===== config.mk =====
export PLATFORM = sky130hd
export DESIGN_NAME = mcycle_wb_queue
export DESIGN_NICKNAME = d
export VERILOG_FILES = /design/src/rtl/mcycle_wb_pkg.sv /design/src/rtl/mcycle_wb_queue_fifo.sv /design/src/rtl/mcycle_wb_queue.sv
export SDC_FILE = /design/constraint.sdc
export NUM_CORES = 1
export LEC_CHECK = 0
export ABC_AREA = 1
export ABC_CLOCK_PERIOD_IN_PS = 3200
export BUFFER_PORTS_ARGS = -buffer_cell sky130_fd_sc_hd__buf_2
export CAP_MARGIN = 40
export CORE_MARGIN = 8
export CORE_UTILIZATION = 40
export DETAILED_ROUTE_END_ITERATION = 16
export GPL_ROUTABILITY_DRIVEN = 0
export MAX_ROUTING_LAYER = met4
export PLACE_DENSITY_LB_ADDON = 0.25
export SYNTH_ARGS = -nofsm -noshare
export SYNTH_HDL_FRONTEND = slang
export SYNTH_SLANG_ARGS = --single-unit

===== constraint.sdc =====
create_clock -name CLK -period 3.2 [get_ports CLK]
set_clock_uncertainty 0.05 [all_clocks]
set_input_delay 0.48 -clock CLK [delete_from_list [all_inputs] [get_ports CLK]]
set_output_delay 0.48 -clock CLK [all_outputs]
set_load 0.1 [all_outputs]

===== src/rtl/mcycle_wb_pkg.sv =====
// Shared types and constants for the multi-cycle write-back queue.
package mcycle_wb_pkg;

  localparam int WB_DEPTH  = 4;
  localparam int REG_COUNT = 16;

  typedef struct packed {
    logic [3:0]  wa;
    logic [31:0] data;
  } wb_entry_t;

  function automatic logic [REG_COUNT-1:0] reg_onehot(input logic [3:0] r);
    return REG_COUNT'(1) << r;
  endfunction

endpackage


===== src/rtl/mcycle_wb_queue_fifo.sv =====
// wb_fifo: dual-push / single-pop circular buffer of write-back entries.
// push1 is only ever asserted together with push0; entry0 lands first.
module wb_fifo
  import mcycle_wb_pkg::*;
#(
  parameter int DEPTH = WB_DEPTH,
  parameter int AW    = 2
) (
  input  logic                 clk,
  input  logic                 rst,
  input  logic                 push0,
  input  logic                 push1,
  input  logic                 pop,
  input  wb_entry_t            entry0,
  input  wb_entry_t            entry1,
  output wb_entry_t            head,
  output logic [AW:0]          count,
  output logic [REG_COUNT-1:0] mask
);

  localparam int CW = AW + 1;

  wb_entry_t       mem [DEPTH];
  logic [AW-1:0]   head_ptr;
  logic [AW-1:0]   tail_ptr;
  logic [AW-1:0]   offs;

  always_ff @(posedge clk) begin
    if (rst) begin
      head_ptr <= '0;
      tail_ptr <= '0;
      count    <= '0;
    end else begin
      head_ptr <= head_ptr + AW'(pop);
      tail_ptr <= tail_ptr + AW'(push0) + AW'(push1);
      count    <= count + CW'(push0) + CW'(push1) - CW'(pop);
    end
  end

  // Storage carries no reset; occupancy is tracked purely by count.
  always_ff @(posedge clk) begin
    if (push0) mem[tail_ptr] <= entry0;
    if (push1) mem[tail_ptr + AW'(1)] <= entry1;
  end

  assign head = mem[head_ptr];

  // A slot is live when its distance from head is below the occupancy.
  always_comb begin
    mask = '0;
    offs = '0;
    for (int i = 0; i < DEPTH; i++) begin
      offs = AW'(i) - head_ptr;
      if (CW'(offs) < count) mask = mask | reg_onehot(mem[i].wa);
    end
  end

endmodule


===== src/rtl/mcycle_wb_queue.sv =====
// Write-back queue for FMUL/MCycle completions into the register-file port.
// Optional zero-latency bypass when the queue is empty: define WB_BYPASS_EN.
module mcycle_wb_queue
  import mcycle_wb_pkg::*;
#(
  parameter int DEPTH = WB_DEPTH,
  parameter int AW    = 2
) (
  input  logic                 CLK,
  input  logic                 Reset,
  input  logic                 FMULBusy,
  input  logic [31:0]          FMULResult,
  input  logic [3:0]           FMULWA3,
  input  logic                 MCBusy,
  input  logic [31:0]          MCResult,
  input  logic [3:0]           MCWA3,
  input  logic                 PipeWE,
  output logic                 WE3,
  output logic [3:0]           WA3,
  output logic [31:0]          WD3,
  output logic                 Full,
  output logic [REG_COUNT-1:0] PendMask,
  output logic                 Overflow
);

  localparam int CW = AW + 1;
  localparam int FW = AW + 2;

  logic                 fbusy_q;
  logic                 mbusy_q;
  logic                 fdone;
  logic                 mdone;
  logic                 byp_f;
  logic                 byp_m;
  logic                 req_f;
  logic                 req_m;
  logic [1:0]           n_req;
  logic                 pop;
  logic                 push0;
  logic                 push1;
  logic                 drop;
  logic [FW-1:0]        free_slots;
  wb_entry_t            f_ent;
  wb_entry_t            m_ent;
  wb_entry_t            entry0;
  wb_entry_t            head;
  logic [CW-1:0]        count;
  logic [REG_COUNT-1:0] fifo_mask;

  always_comb begin
    fdone = fbusy_q & ~FMULBusy;
    mdone = mbusy_q & ~MCBusy;
    f_ent = '{wa: FMULWA3, data: FMULResult};
    m_ent = '{wa: MCWA3, data: MCResult};

    byp_f = 1'b0;
    byp_m = 1'b0;
`ifdef WB_BYPASS_EN
    // Empty queue and a free port: FMUL takes the bypass, MCycle only if alone.
    if (count == '0 && !PipeWE && !Reset) begin
      byp_f = fdone;
      byp_m = mdone & ~fdone;
    end
`else
    byp_f = 1'b0;
    byp_m = 1'b0;
`endif

    req_f = fdone & ~byp_f;
    req_m = mdone & ~byp_m;
    n_req = {1'b0, req_f} + {1'b0, req_m};

    pop        = (count != '0) & ~PipeWE & ~Reset;
    free_slots = FW'(DEPTH) - FW'(count) + FW'(pop);

    // The earlier request (FMUL when both) always claims the first free slot.
    push0  = ~Reset & (n_req != 2'd0) & (free_slots != '0);
    push1  = ~Reset & (n_req == 2'd2) & (free_slots >= FW'(2));
    drop   = ~Reset & (FW'(n_req) > free_slots);
    entry0 = req_f ? f_ent : m_ent;

    WE3 = pop;
    WA3 = (count != '0) ? head.wa : 4'd0;
    WD3 = (count != '0) ? head.data : 32'd0;
    if (byp_f || byp_m) begin
      WE3 = 1'b1;
      WA3 = byp_f ? f_ent.wa : m_ent.wa;
      WD3 = byp_f ? f_ent.data : m_ent.data;
    end

    Full = (count > CW'(DEPTH - 2));

    PendMask = fifo_mask;
    if (FMULBusy) PendMask = PendMask | reg_onehot(FMULWA3);
    if (MCBusy)   PendMask = PendMask | reg_onehot(MCWA3);
  end

  always_ff @(posedge CLK) begin
    if (Reset) begin
      fbusy_q  <= 1'b0;
      mbusy_q  <= 1'b0;
      Overflow <= 1'b0;
    end else begin
      fbusy_q <= FMULBusy;
      mbusy_q <= MCBusy;
      if (drop) Overflow <= 1'b1;
    end
  end

  wb_fifo #(
    .DEPTH (DEPTH),
    .AW    (AW)
  ) u_fifo (
    .clk    (CLK),
    .rst    (Reset),
    .push0  (push0),
    .push1  (push1),
    .pop    (pop),
    .entry0 (entry0),
    .entry1 (m_ent),
    .head   (head),
    .count  (count),
    .mask   (fifo_mask)
  );

endmodule

Word level (Yosys, flattened, before mapping)
Memory sizes are Yosys's and may differ from the RTL's. A register that Yosys moved wholly into a read port is not among the register bits.
Cells that the tools add are included.
{ "totals": {"register_bits": 10, "latch_bits": 0, "ram_bits": 144, "mem_bits_ro": 0, "input_bits": 77, "out_inout_bits": 55, "n_memories": 1} }
{ "memory_table": {"columns": ["name", "words", "width", "read_ports", "rd_ports_with_merged_regs", "write_ports", "line", "source"], "rows": [
  ["u_fifo.mem", 4, 36, 5, 1, 2, "mcycle_wb_queue_fifo.sv:23", "wb_entry_t mem [DEPTH];"]
]} }
{ "classes": {"add_sub_neg": 14, "multipliers": 0, "div_mod_pow": 0, "order_cmp": 7, "eq_ne": 1, "shifts": 6, "mux": 14, "n_bitwise": 18, "reduce_logical": 3} }
{ "ops": {"columns": ["operator", "n"], "rows": [
  ["2-to-1 mux 16 bit", 6],
  ["<< shifter 1 x 4 -> 16 bit, first input constant", 6],
  ["OR 16 bit", 5],
  ["2-to-1 mux 36 bit", 1],
  ["2-to-1 mux 32 bit", 1],
  ["less-than comparator 2 x 3 -> 1 bit", 4],
  ["AND 1 bit", 9],
  ["adder 2 x 1 -> 2 bit", 3],
  ["adder 3 x 1 -> 3 bit", 2],
  ["adder 4 x 1 -> 4 bit", 1],
  ["greater-or-equal comparator 4 x 2 -> 1 bit, second input constant", 1],
  ["greater-than comparator 2 x 4 -> 1 bit", 1],
  ["2-to-1 mux 1 bit", 4],
  ["2-to-1 mux 4 bit", 1],
  ["inverter 1 bit", 4],
  ["nonzero test 4 bit", 1],
  ["subtractor 1 x 2 -> 2 bit, first input constant", 2],
  ["subtractor 2 bit, first input constant", 2],
  ["subtractor 3 x 3 -> 4 bit, first input constant", 1],
  ["greater-than comparator 3 x 2 -> 1 bit, second input constant", 1],
  ["nonzero test 3 bit", 1],
  ["subtractor 3 x 1 -> 3 bit", 1],
  ["adder 1 x 1 -> 2 bit", 1],
  ["adder 2 x 1 -> 2 bit, second input constant", 1],
  ["other kinds (3)", 3]
]} }

Depth between registers and ports, before layout
Gate-level depths: netlist (run 1).
{ "logic_depth": {"word_depth": 13, "ltp_mapped": 21, "depth_no_buf": 18} }

Cells and area by module
A second synthesis (run 1) with hierarchy kept.
{ "hier_totals": {"cells_unflattened": 1248, "area_unflattened_um2": 9494.1} }
{ "modules_own_cells": {"columns": ["mod", "n_inst", "cells_per_inst", "area_each_um2"], "rows": [
  ["wb_fifo", 1, 940, 8099.0],
  ["mcycle_wb_queue", 1, 308, 1395.1]
]} }

Least setup slack after synthesis (run 1)
Ideal clock, no wire load.
{ "synth_path": {"path_kind": "register to register", "start": "register u_fifo.count[2]", "end": "register u_fifo.count[2]", "setup_ns": 0.128, "arrival_ns": 5.349, "required_time_ns": 3.022, "setup_slack_ns": -2.327, "path_stages_with_launch": 20, "n_path_buf": 3, "period_less_slack_ns": 5.527, "path_cell_list": "dfxtp_1 buf_2 nor3_2 nor3_1 inv_1 ha_1 inv_1 ha_1 or2_1 nand2_2 nand2_4 buf_6 buf_2 nand2_1 ha_1 inv_1 fa_1 fa_1 xor2_1 nor2_1"} }
{ "synth_between": {"elab_chain_cells": 9, "word_cells_on_any_way": 12, "cone_classes": "add/sub: 5; order compare: 1; bitwise: 4; reduce/logical: 2"} }
{ "synth_rtl": {"columns": ["item", "line", "source"], "rows": [
  ["start, declared", "mcycle_wb_queue_fifo.sv:17", "output logic [AW:0] count,"],
  ["start signal, assigned", "mcycle_wb_queue_fifo.sv:36", "count <= count + CW'(push0) + CW'(push1) - CW'(pop);"],
  ["nonzero test 3 bit *", "mcycle_wb_queue.sv:73", "pop = (count != '0) & ~PipeWE & ~Reset;"],
  ["AND 1 bit * (2 in series)", "mcycle_wb_queue.sv:73", null],
  ["named net WE3", "mcycle_wb_queue.sv:18", "output logic WE3,"],
  ["adder 4 x 1 -> 4 bit", "mcycle_wb_queue.sv:74", "free_slots = FW'(DEPTH) - FW'(count) + FW'(pop);"],
  ["nonzero test 4 bit", "mcycle_wb_queue.sv:77", "push0 = ~Reset & (n_req != 2'd0) & (free_slots != '0);"],
  ["AND 1 bit", "mcycle_wb_queue.sv:77", null],
  ["adder 3 x 1 -> 3 bit (2 in series)", "mcycle_wb_queue_fifo.sv:36", null],
  ["subtractor 3 x 1 -> 3 bit *", "mcycle_wb_queue_fifo.sv:36", null]
]} }
Mark *: on every way through the listed nets, which the timed path passes. The rest lies on a longest branch.
A chain may end at the register's enable or synchronous reset.

==> results_dict.tcl, run 1 <==
set metrics [dict create \
    min_path_cells 3 \
    routed_wl_um 34700 \
    synth.most_common_cell "nand2_1" \
    syn-cell-area_um2 10400 \
    die_y_um 177 \
    vias 10500 \
    place_ws_ns 0.170 \
    vdd_ir_drop_max_uv 462 \
    critical_path_class "flip-flop to output pin" \
    ys_warn_count 0 \
    cts_buffers 17 \
    fp.dieW_um 177 \
    grt_pass1_wl_um 53400 \
    cts.sinks 154 \
    synth_ff_type "edfxtp_1" \
    drt_pass1_iterations 5 \
    synth.area.top_cells "edfxtp_1, nand2_1, nand4_1" \
    grt.met1_usage_pct 27.8 \
    synth_largest_area_cell "edfxtp_1" \
    clk_pin_slew_worst_paths_ns 0.07 \
    end_kind "output pin" \
    io_buffers 131 \
    synth_top_area_share_pct 41.6 \
    hp-class "input pin to flip-flop" \
    ys_ff_latch 154 \
    multi_input_area_um2 5270 \
    grt_use_met2_pct 36.4 \
    p_leak_nw 5.15 \
    relSlewSlack_pct 48.2 \
    critPathMaxFanout 65 \
    arrival_ns 2.51 \
    status "finished clean" \
    powerDensity_nw_per_um2 709 \
    dp_hpwl_um 21500 \
    dieArea_um2 31400 \
    grt_pass1_vias 9695 \
    use_met3_pct 3.14 \
    final-seq-area_um2 4530 \
    wire_per_inst_um 19.3 \
    clkLatencyLatePin_ns 0.43 \
    drive_gt1_share_pct 16.3 \
    synthArstFlopShare_pct 0 \
    grt_use_total_pct 22.3 \
    antenna_found_initial 1 \
    grt_max_degree 149 \
    postRouteAntennaNets 0 \
    worst_ep_required_time_ns 2.67 \
    core_area_um2 25800 \
    ys_types 31 \
    synth.avg_cell_area_um2 7.51 \
    viasPerCell 5.84 \
    ff2ff_path_depth 18 \
    h-tree-depth 4 \
    timing_max_transition_violations_final 0 \
    netlist_instances 1384 \
    io_pins 132 \
    synth_top_cells_by_count "nand2_1, nand4_1, nand3_1" \
    yosysSeqAreaShare_pct 43.6 \
    synth_edf_count 144 \
    min_period_ns 3.04 \
    cts_tree "yes" \
    layout_setup_ws_ns 0.160 \
    worst_pin_slew_ns 0.778 \
    gr-total-overflow 0 \
    maxCapViolations 0 \
    finalNetCount 1542 \
    synthToLayoutAreaGrowth_pct 18.7 \
    finalCritPeriodShare_pct 95.0 \
    rsz0062_at_grt "false" \
    fillers 2498 \
    finalHoldViolations 0 \
    max_freq_mhz 329 \
    row_count 59 \
    place_inst 1763 \
    cts-root-buf "clkbuf_16" \
    critPathLaunchType "flip-flop" \
    final_cells 1796 \
    grt.busiest_layer "met2" \
    drcViolationCount 0 \
    first_iter_violations 1069 \
    setup_viol 0 \
    fin_util_pct 47.9 \
    syn_nets 1479 \
    cts_buffer_depth 2 \
    start_util_pct 40.3 \
]
[worst max-delay path, cell delays in order (launching register included)]
cell,delay [ns]
dfxtp_2,0.34
inv_2,0.06
buf_4,0.61
nand3_1,0.14
a41oi_1,0.38
buf_2,0.51
[cells in the final DEF, fill, tap and decap left out, types with 2 or more instances in the layout]
master      count
a21oi_1         2
a41oi_1        22
a41oi_2        10
buf_12         26
buf_2         111
buf_4          29
clkbuf_16      17
clkinv_1       13
clkinvlp_4      3
dfxtp_1         6
dfxtp_2         4
edfxtp_1      144
fa_2            2
ha_1           14
inv_1          42
inv_2           2
inv_6           2
inv_8           7
nand2_1       458
nand2_2         6
nand2_4         5
nand3_1       181
nand3_2         3
nand4_1       190
nor2_1        123
nor2_4          4
nor3_1          4
nor3_4          2
o21ai_0         8
o22ai_1         8
xor2_1          2
[report_power, final]
group	internal [W]	leakage (nW)	total (W)	switching, W
logic	0.000890	3.48	0.00434	0.00345
clock network	0.00112	0.286	0.00206	0.000942
registers	0.00229	1.39	0.00234	0.0000497
[state kept, by name (all words and copies together), names as in the netlist]
signal	count
mbusy_q	1
Overflow	1
u_fifo.tail_ptr	2
u_fifo.mem	144
u_fifo.head_ptr	2
u_fifo.count	3
fbusy_q	1
[final cells by class]
type                    count  share of cell area, %
diodes                      1                 0.0203
multi-input cells        1051                   42.8
clock inverters            15                   1.41
inverters                  57                   1.74
flip-flops and latches    154                   36.7
well taps                 335                   3.40
repair buffers            166                   10.5
clock buffers              17                   3.45
[metrics by stage]
step | TNS, ns | total power, W | hold slack [ns] | area, um2
2_1_floorplan | -1.42 | 0.00570 | 0.492 | 10500
3_3_place_gp | 0 | 0.00669 | 0.387 | 11700
3_5_place_dp | 0 | 0.00671 | 0.395 | 11700
4_1_cts | 0 | 0.00873 | 0.249 | 12300
5_1_grt | 0 | 0.00907 | 0.303 | 12300
6_report | 0 | 0.00875 | 0.260 | 12300
[what timing repair did]
item,4_1_cts,5_1_grt
hold buffers,0,0
buffers inserted,0,0
endpoints found under the setup margin,0,14
resized for setup,0,4
[logic make-up after synthesis]
group / share of synthesized area [%]
AOI/OAI and AO/OA: 3.73
adders and majority gates: 2.38
and+or+nand+nor: 42.7
DFF: 43.6
xor gates and xnor gates: 0.253
buffers and inverters: 7.34
[path summary, 6_finish.rpt]
path                                  from                          to  slack [ns]
max          u_fifo.head_ptr[1]$_SDFF_PP0_                      WD3[2]        0.16
max reg2reg     u_fifo.count[1]$_SDFF_PP0_  u_fifo.count[1]$_SDFF_PP0_        0.19
min                                 MCBusy          mbusy_q$_SDFF_PP0_        0.26
min reg2reg          Overflow$_SDFFE_PP0P_       Overflow$_SDFFE_PP0P_        0.41
[layer usage]
metal	vias up	wire length [um]
li1	4993	-
met1	4926	14200
met2	492	16700
met3	86	2590
met4	0	1090
met5	-	0
No activity file was read; power rests on OpenSTA's default activity.
==> run 2: changes to the inputs <==
Settings changed: CORE_MARGIN 8 to 2.
==> run 2 against run 1 <==
Clock power is 5% lower. Cell area is 0.82% lower. Utilization is 0.42 points higher. Non-clock buffer count is 3 higher. Critical path type unchanged. Largest power group unchanged.
==> results_dict.tcl, run 2 (synthesis results as in run 1) <==
set metrics [dict create \
    gr-total-overflow 0 \
    status "finished clean" \
    finalPower_w 0.00854 \
    clkLatencyLatePin_ns 0.42 \
    dp_hpwl_um 20800 \
    cp_slowest_cell "dfxtp_4" \
    synthToLayoutAreaGrowth_pct 17.7 \
    p_sw_w 0.00434 \
    setup_viol 0 \
    fillers 2472 \
    critical_path_class "flip-flop to output pin" \
    num_antenna_cells 0 \
    whs_endpoint "mbusy_q$_SDFF_PP0_" \
    multi_input_area_um2 5270 \
    end_kind "output pin" \
    cts-root-buf "clkbuf_16" \
    critical_path.max_stage_delay_ns 0.41 \
    maxCapViolations 0 \
    comb_power_share_pct 49.6 \
    start_util_pct 41.0 \
    timing.critical_path.cells "inv_2, nand2_1, nand2_1, ha_1, inv_1, nor2_1, nand2_1, nand2_4, nor2_1, nor2_1, nand3_1, buf_12" \
    dieArea_um2 27300 \
    vias 10300 \
    layout_setup_ws_ns 0.209 \
    antenna_found_initial 0 \
    hp-class "input pin to flip-flop" \
    postRouteAntennaNets 0 \
    fp.dieW_um 165 \
    io_buffers 131 \
    p_leak_nw 5.13 \
    ff2ff_path_depth 18 \
    grt_use_total_pct 25.5 \
    grt_max_degree 81 \
    clk_pin_slew_worst_paths_ns 0.06 \
    cp_top_family "simple AND/OR/NAND/NOR gates" \
    startpoint "u_fifo.head_ptr[0]$_SDFF_PP0_" \
    cts.sinks 154 \
    drt_pass1_iterations 5 \
    critPathLaunchType "flip-flop" \
    final_area_um2 12200 \
    cts_hold_buffers 0 \
    critPathBufInv 3 \
    drcViolationCount 0 \
    max_freq_mhz 334 \
    hold_start "MCBusy" \
    min_period_ns 2.99 \
    place_inst 1761 \
    grt_pass1_vias 9546 \
    critPathMaxFanout 14 \
    vdd_ir_drop_max_uv 495 \
    place_ws_ns 0.180 \
    final_common_cell "nand2_1" \
    grt_pass1_wl_um 52000 \
    setup-tns-final_ns 0 \
    cts_buffer_depth 2 \
    finalHoldViolations 0 \
    clockPowerShare_pct 22.8 \
    intPower_w 0.00420 \
    timing_max_transition_violations_final 0 \
    cts_buffers 17 \
    postCtsSetupBuffers 0 \
    final_cells 1793 \
    drive_gt1_share_pct 16.3 \
    r2r_slack_ns 0.27 \
    worst_ep_required_time_ns 2.67 \
    min_path_cells 3 \
    arrival_ns 2.46 \
    rsz0062_at_grt "false" \
    cts_tree "yes" \
    post_dp_cell_area_um2 11600 \
    sequentialPowerShare_pct 27.5 \
    largest_reg_flops 144 \
    final_cell_mix "nand2_1, nand4_1, nand3_1" \
    final-seq-area_um2 4530 \
    top_register "u_fifo.mem" \
    wire_per_inst_um 18.7 \
    r2r-end "u_fifo.count[1]$_SDFF_PP0_" \
    core_area_um2 25300 \
    finalCritPeriodShare_pct 93.5 \
    relSlewSlack_pct 46.5 \
    switching_share_pct 50.8 \
    powerDensity_nw_per_um2 698 \
    die_y_um 165 \
    worst_pin_slew_ns 0.802 \
    viasPerCell 5.77 \
    io_pins 132 \
    first_iter_violations 1023 \
    routed_wl_um 33500 \
    ctsResizeCount 1 \
    reg.largest.list "u_fifo.mem x144, u_fifo.count x3" \
    row_count 58 \
    h-tree-depth 4 \
    finalNetCount 1545 \
    r2r-start "u_fifo.count[1]$_SDFF_PP0_" \
]
## run 2: cell count changes in the layout (fill, tap and decap cells not counted), moves of 2 or more
| cell | delta |
|---|---|
| buf_12 | -7 |
| buf_2 | +4 |
| buf_4 | +3 |
| buf_6 | +3 |
| clkinv_1 | +2 |
| inv_6 | +2 |
| inv_8 | -5 |
| nand2_2 | -2 |
## run 2: how the worst max path moves through the flow
stage	end	slack (ns)	depth (start not counted)
floorplan	u_fifo.count[1]$_SDFF_PP0_	-0.59	19
global placement	u_fifo.count[1]$_SDFF_PP0_	0.21	16
detailed placement	u_fifo.count[1]$_SDFF_PP0_	0.18	16
CTS	PendMask[9]	0.004	8
global route	PendMask[2]	0.02	7
finish	PendMask[13]	0.21	12
## run 2: layout make-up
class	count	share of cell area (%)
clock inverters	15	1.15
well taps	330	3.38
flip-flops and latches	154	37.1
repair buffers	169	10.1
inverters	57	1.75
clock buffers	17	3.48
multi-input cells	1051	43.1
## run 2: layer usage
metal / routed length, um / track usage (%) / vias to the layer above / part of all wire, %
met1: 14200 / 33.9 / 4839 / 42
met2: 15900 / 40.7 / 462 / 48
met3: 2730 / 3.57 / 52 / 8.2
li1: - / - / 4995 / -
met5: 0 / - / - / 0
met4: 631 / 7.63 / 0 / 1.9
## run 2: tightest hold or removal path: stages
cell and delay [ns]:
buf_2 0.10, inv_1 0.06, nor2_1 0.07
## run 2: power by group through the flow
| stage | clock network, W | logic [W] | registers, W |
|---|---|---|---|
| floorplan | 0 | 0.00330 | 0.00240 |
| global placement | 0 | 0.00418 | 0.00239 |
| detailed placement | 0 | 0.00421 | 0.00239 |
| CTS | 0.00196 | 0.00421 | 0.00235 |
| global route | 0.00205 | 0.00448 | 0.00236 |
| finish | 0.00195 | 0.00424 | 0.00235 |
## run 2: stage by stage
step	utilization, %	hold WS (ns)
finish	48.3	0.269
CTS	48.2	0.267
detailed placement	45.9	0.398
floorplan	-	0.492
global route	48.3	0.301
global placement	45.9	0.395
==> run 3: changes to the inputs <==
Settings changed: PLACE_DENSITY set to 0.58, PLACE_DENSITY_LB_ADDON 0.25 to unset.
==> run 3 against run 2 <==
Register-to-register slack gained 0.03 ns. Largest power group unchanged. Clock power is 2% higher. First-iteration DRC count decreased by 9.1%.
==> results_dict.tcl, run 3 (synthesis results as in run 1) <==
set metrics [dict create \
    status "finished clean" \
    viasPerCell 5.77 \
    end_kind "output pin" \
    reg.largest.list "u_fifo.mem x144, u_fifo.count x3" \
    h-tree-depth 4 \
    critical_path_class "flip-flop to output pin" \
    vdd_ir_drop_max_uv 586 \
    grt_pass1_vias 9736 \
    maxCapViolations 0 \
    worst_ep_required_time_ns 2.67 \
    rsz0062_at_grt "false" \
    start_util_pct 41.0 \
    ctsResizeCount 0 \
    grt_use_total_pct 26.1 \
    multi_input_area_um2 5270 \
    routed_wl_um 34100 \
    grt_max_degree 125 \
    io_pins 132 \
    powerDensity_nw_per_um2 702 \
    drive_gt1_share_pct 16.2 \
    cp_slowest_cell "dfxtp_2" \
    antenna_found_initial 0 \
    finalHoldViolations 0 \
    fp.dieW_um 165 \
    cts_tree "yes" \
    critPathMaxFanout 14 \
    gr-total-overflow 0 \
    wire_per_inst_um 19.0 \
    critical_path.max_stage_delay_ns 0.37 \
    final-seq-area_um2 4530 \
    clkLatencyLatePin_ns 0.42 \
    final_cells 1793 \
    row_count 58 \
    io_buffers 131 \
    dp_hpwl_um 21000 \
    grt_pass1_wl_um 53400 \
    cts-root-buf "clkbuf_16" \
    max_freq_mhz 334 \
    place_inst 1762 \
    top_register "u_fifo.mem" \
    die_y_um 165 \
    cts_hold_buffers 0 \
    relSlewSlack_pct 57.7 \
    num_antenna_cells 0 \
    hold_ws_ns 0.274 \
    clk_pin_slew_worst_paths_ns 0.06 \
    cts_buffers 17 \
    vias 10300 \
    postRouteAntennaNets 0 \
    timing_max_transition_violations_final 0 \
    final_common_cell "nand2_1" \
    final_cell_mix "nand2_1, nand4_1, nand3_1" \
    drcViolationCount 0 \
    min_period_ns 3.00 \
    dieArea_um2 27300 \
    arrival_ns 2.47 \
    critPathLaunchType "flip-flop" \
    p_leak_nw 5.14 \
    hp-class "input pin to flip-flop" \
    fillers 2460 \
    postCtsSetupBuffers 0 \
    core_area_um2 25300 \
    drt_pass1_iterations 7 \
    cts_buffer_depth 2 \
    setup-tns-final_ns 0 \
    timing.critical_path.cells "inv_2, nand2_1, nand2_1, ha_1, inv_1, nor2_1, nand2_1, nand2_4, nor2_1, nor2_1, nand3_1, buf_12" \
    synthToLayoutAreaGrowth_pct 18.1 \
    worst_pin_slew_ns 0.634 \
    finalNetCount 1546 \
    finalCritPeriodShare_pct 93.7 \
    cts.sinks 154 \
    largest_reg_flops 144 \
    setup_viol 0 \
    r2r_slack_ns 0.30 \
    first_iter_violations 930 \
]
run 3: final timing paths:
| check | startpoint | endpoint | cells past startpoint |
|---|---|---|---|
| worst max-delay path | u_fifo.head_ptr[1]$_SDFF_PP0_ | PendMask[2] | 12 |
| worst min-delay path | FMULBusy | fbusy_q$_SDFF_PP0_ | 3 |
| worst max register to register | u_fifo.count[0]$_SDFF_PP0_ | u_fifo.count[1]$_SDFF_PP0_ | 18 |
| worst min register to register | Overflow$_SDFFE_PP0P_ | Overflow$_SDFFE_PP0P_ | 2 |
run 3: area by class of cell:
type                       count  share of cell area, %
tap                          330                   3.37
clock inverter                13                   1.15
timing repair buffer         170                   10.3
multi-input combinational   1051                   43.0
sequential                   154                   36.9
clock buffer                  18                   3.50
inverter                      57                   1.74
run 3: critical path, delay by kind of cell, from the launching register on:
kind / cells / cell delay (ns)
adders and majority gates: 1 / 0.29
DFF: 1 / 0.37
buffers and inverters: 3 / 0.31
and+or+nand+nor: 8 / 1.10
run 3: report_power, final:
group	total (W)	internal, W	switching [W]
clock network	0.00199	0.00115	0.000837
logic	0.00426	0.000847	0.00342
registers	0.00235	0.00230	0.0000562
run 3: routing by layer:
layer / vias to the layer above / wire (um) / track usage (%)
met5: - / 0 / -
met4: 0 / 750 / 8.10
met3: 63 / 2420 / 3.75
met2: 436 / 16500 / 43.0
met1: 4855 / 14400 / 33.4
li1: 4990 / - / -
run 3: stage by stage:
step / utilization (%) / worst slack [ns] / area, um2 / power (W)
floorplan: - / -0.590 / 10500 / 0.00570
global placement: 46.0 / 0.295 / 11600 / 0.00662
detailed placement: 46.1 / 0.278 / 11700 / 0.00664
CTS: 48.4 / 0.0817 / 12200 / 0.00861
global route: 48.4 / 0.0387 / 12300 / 0.00896
finish: 48.4 / 0.202 / 12300 / 0.00860
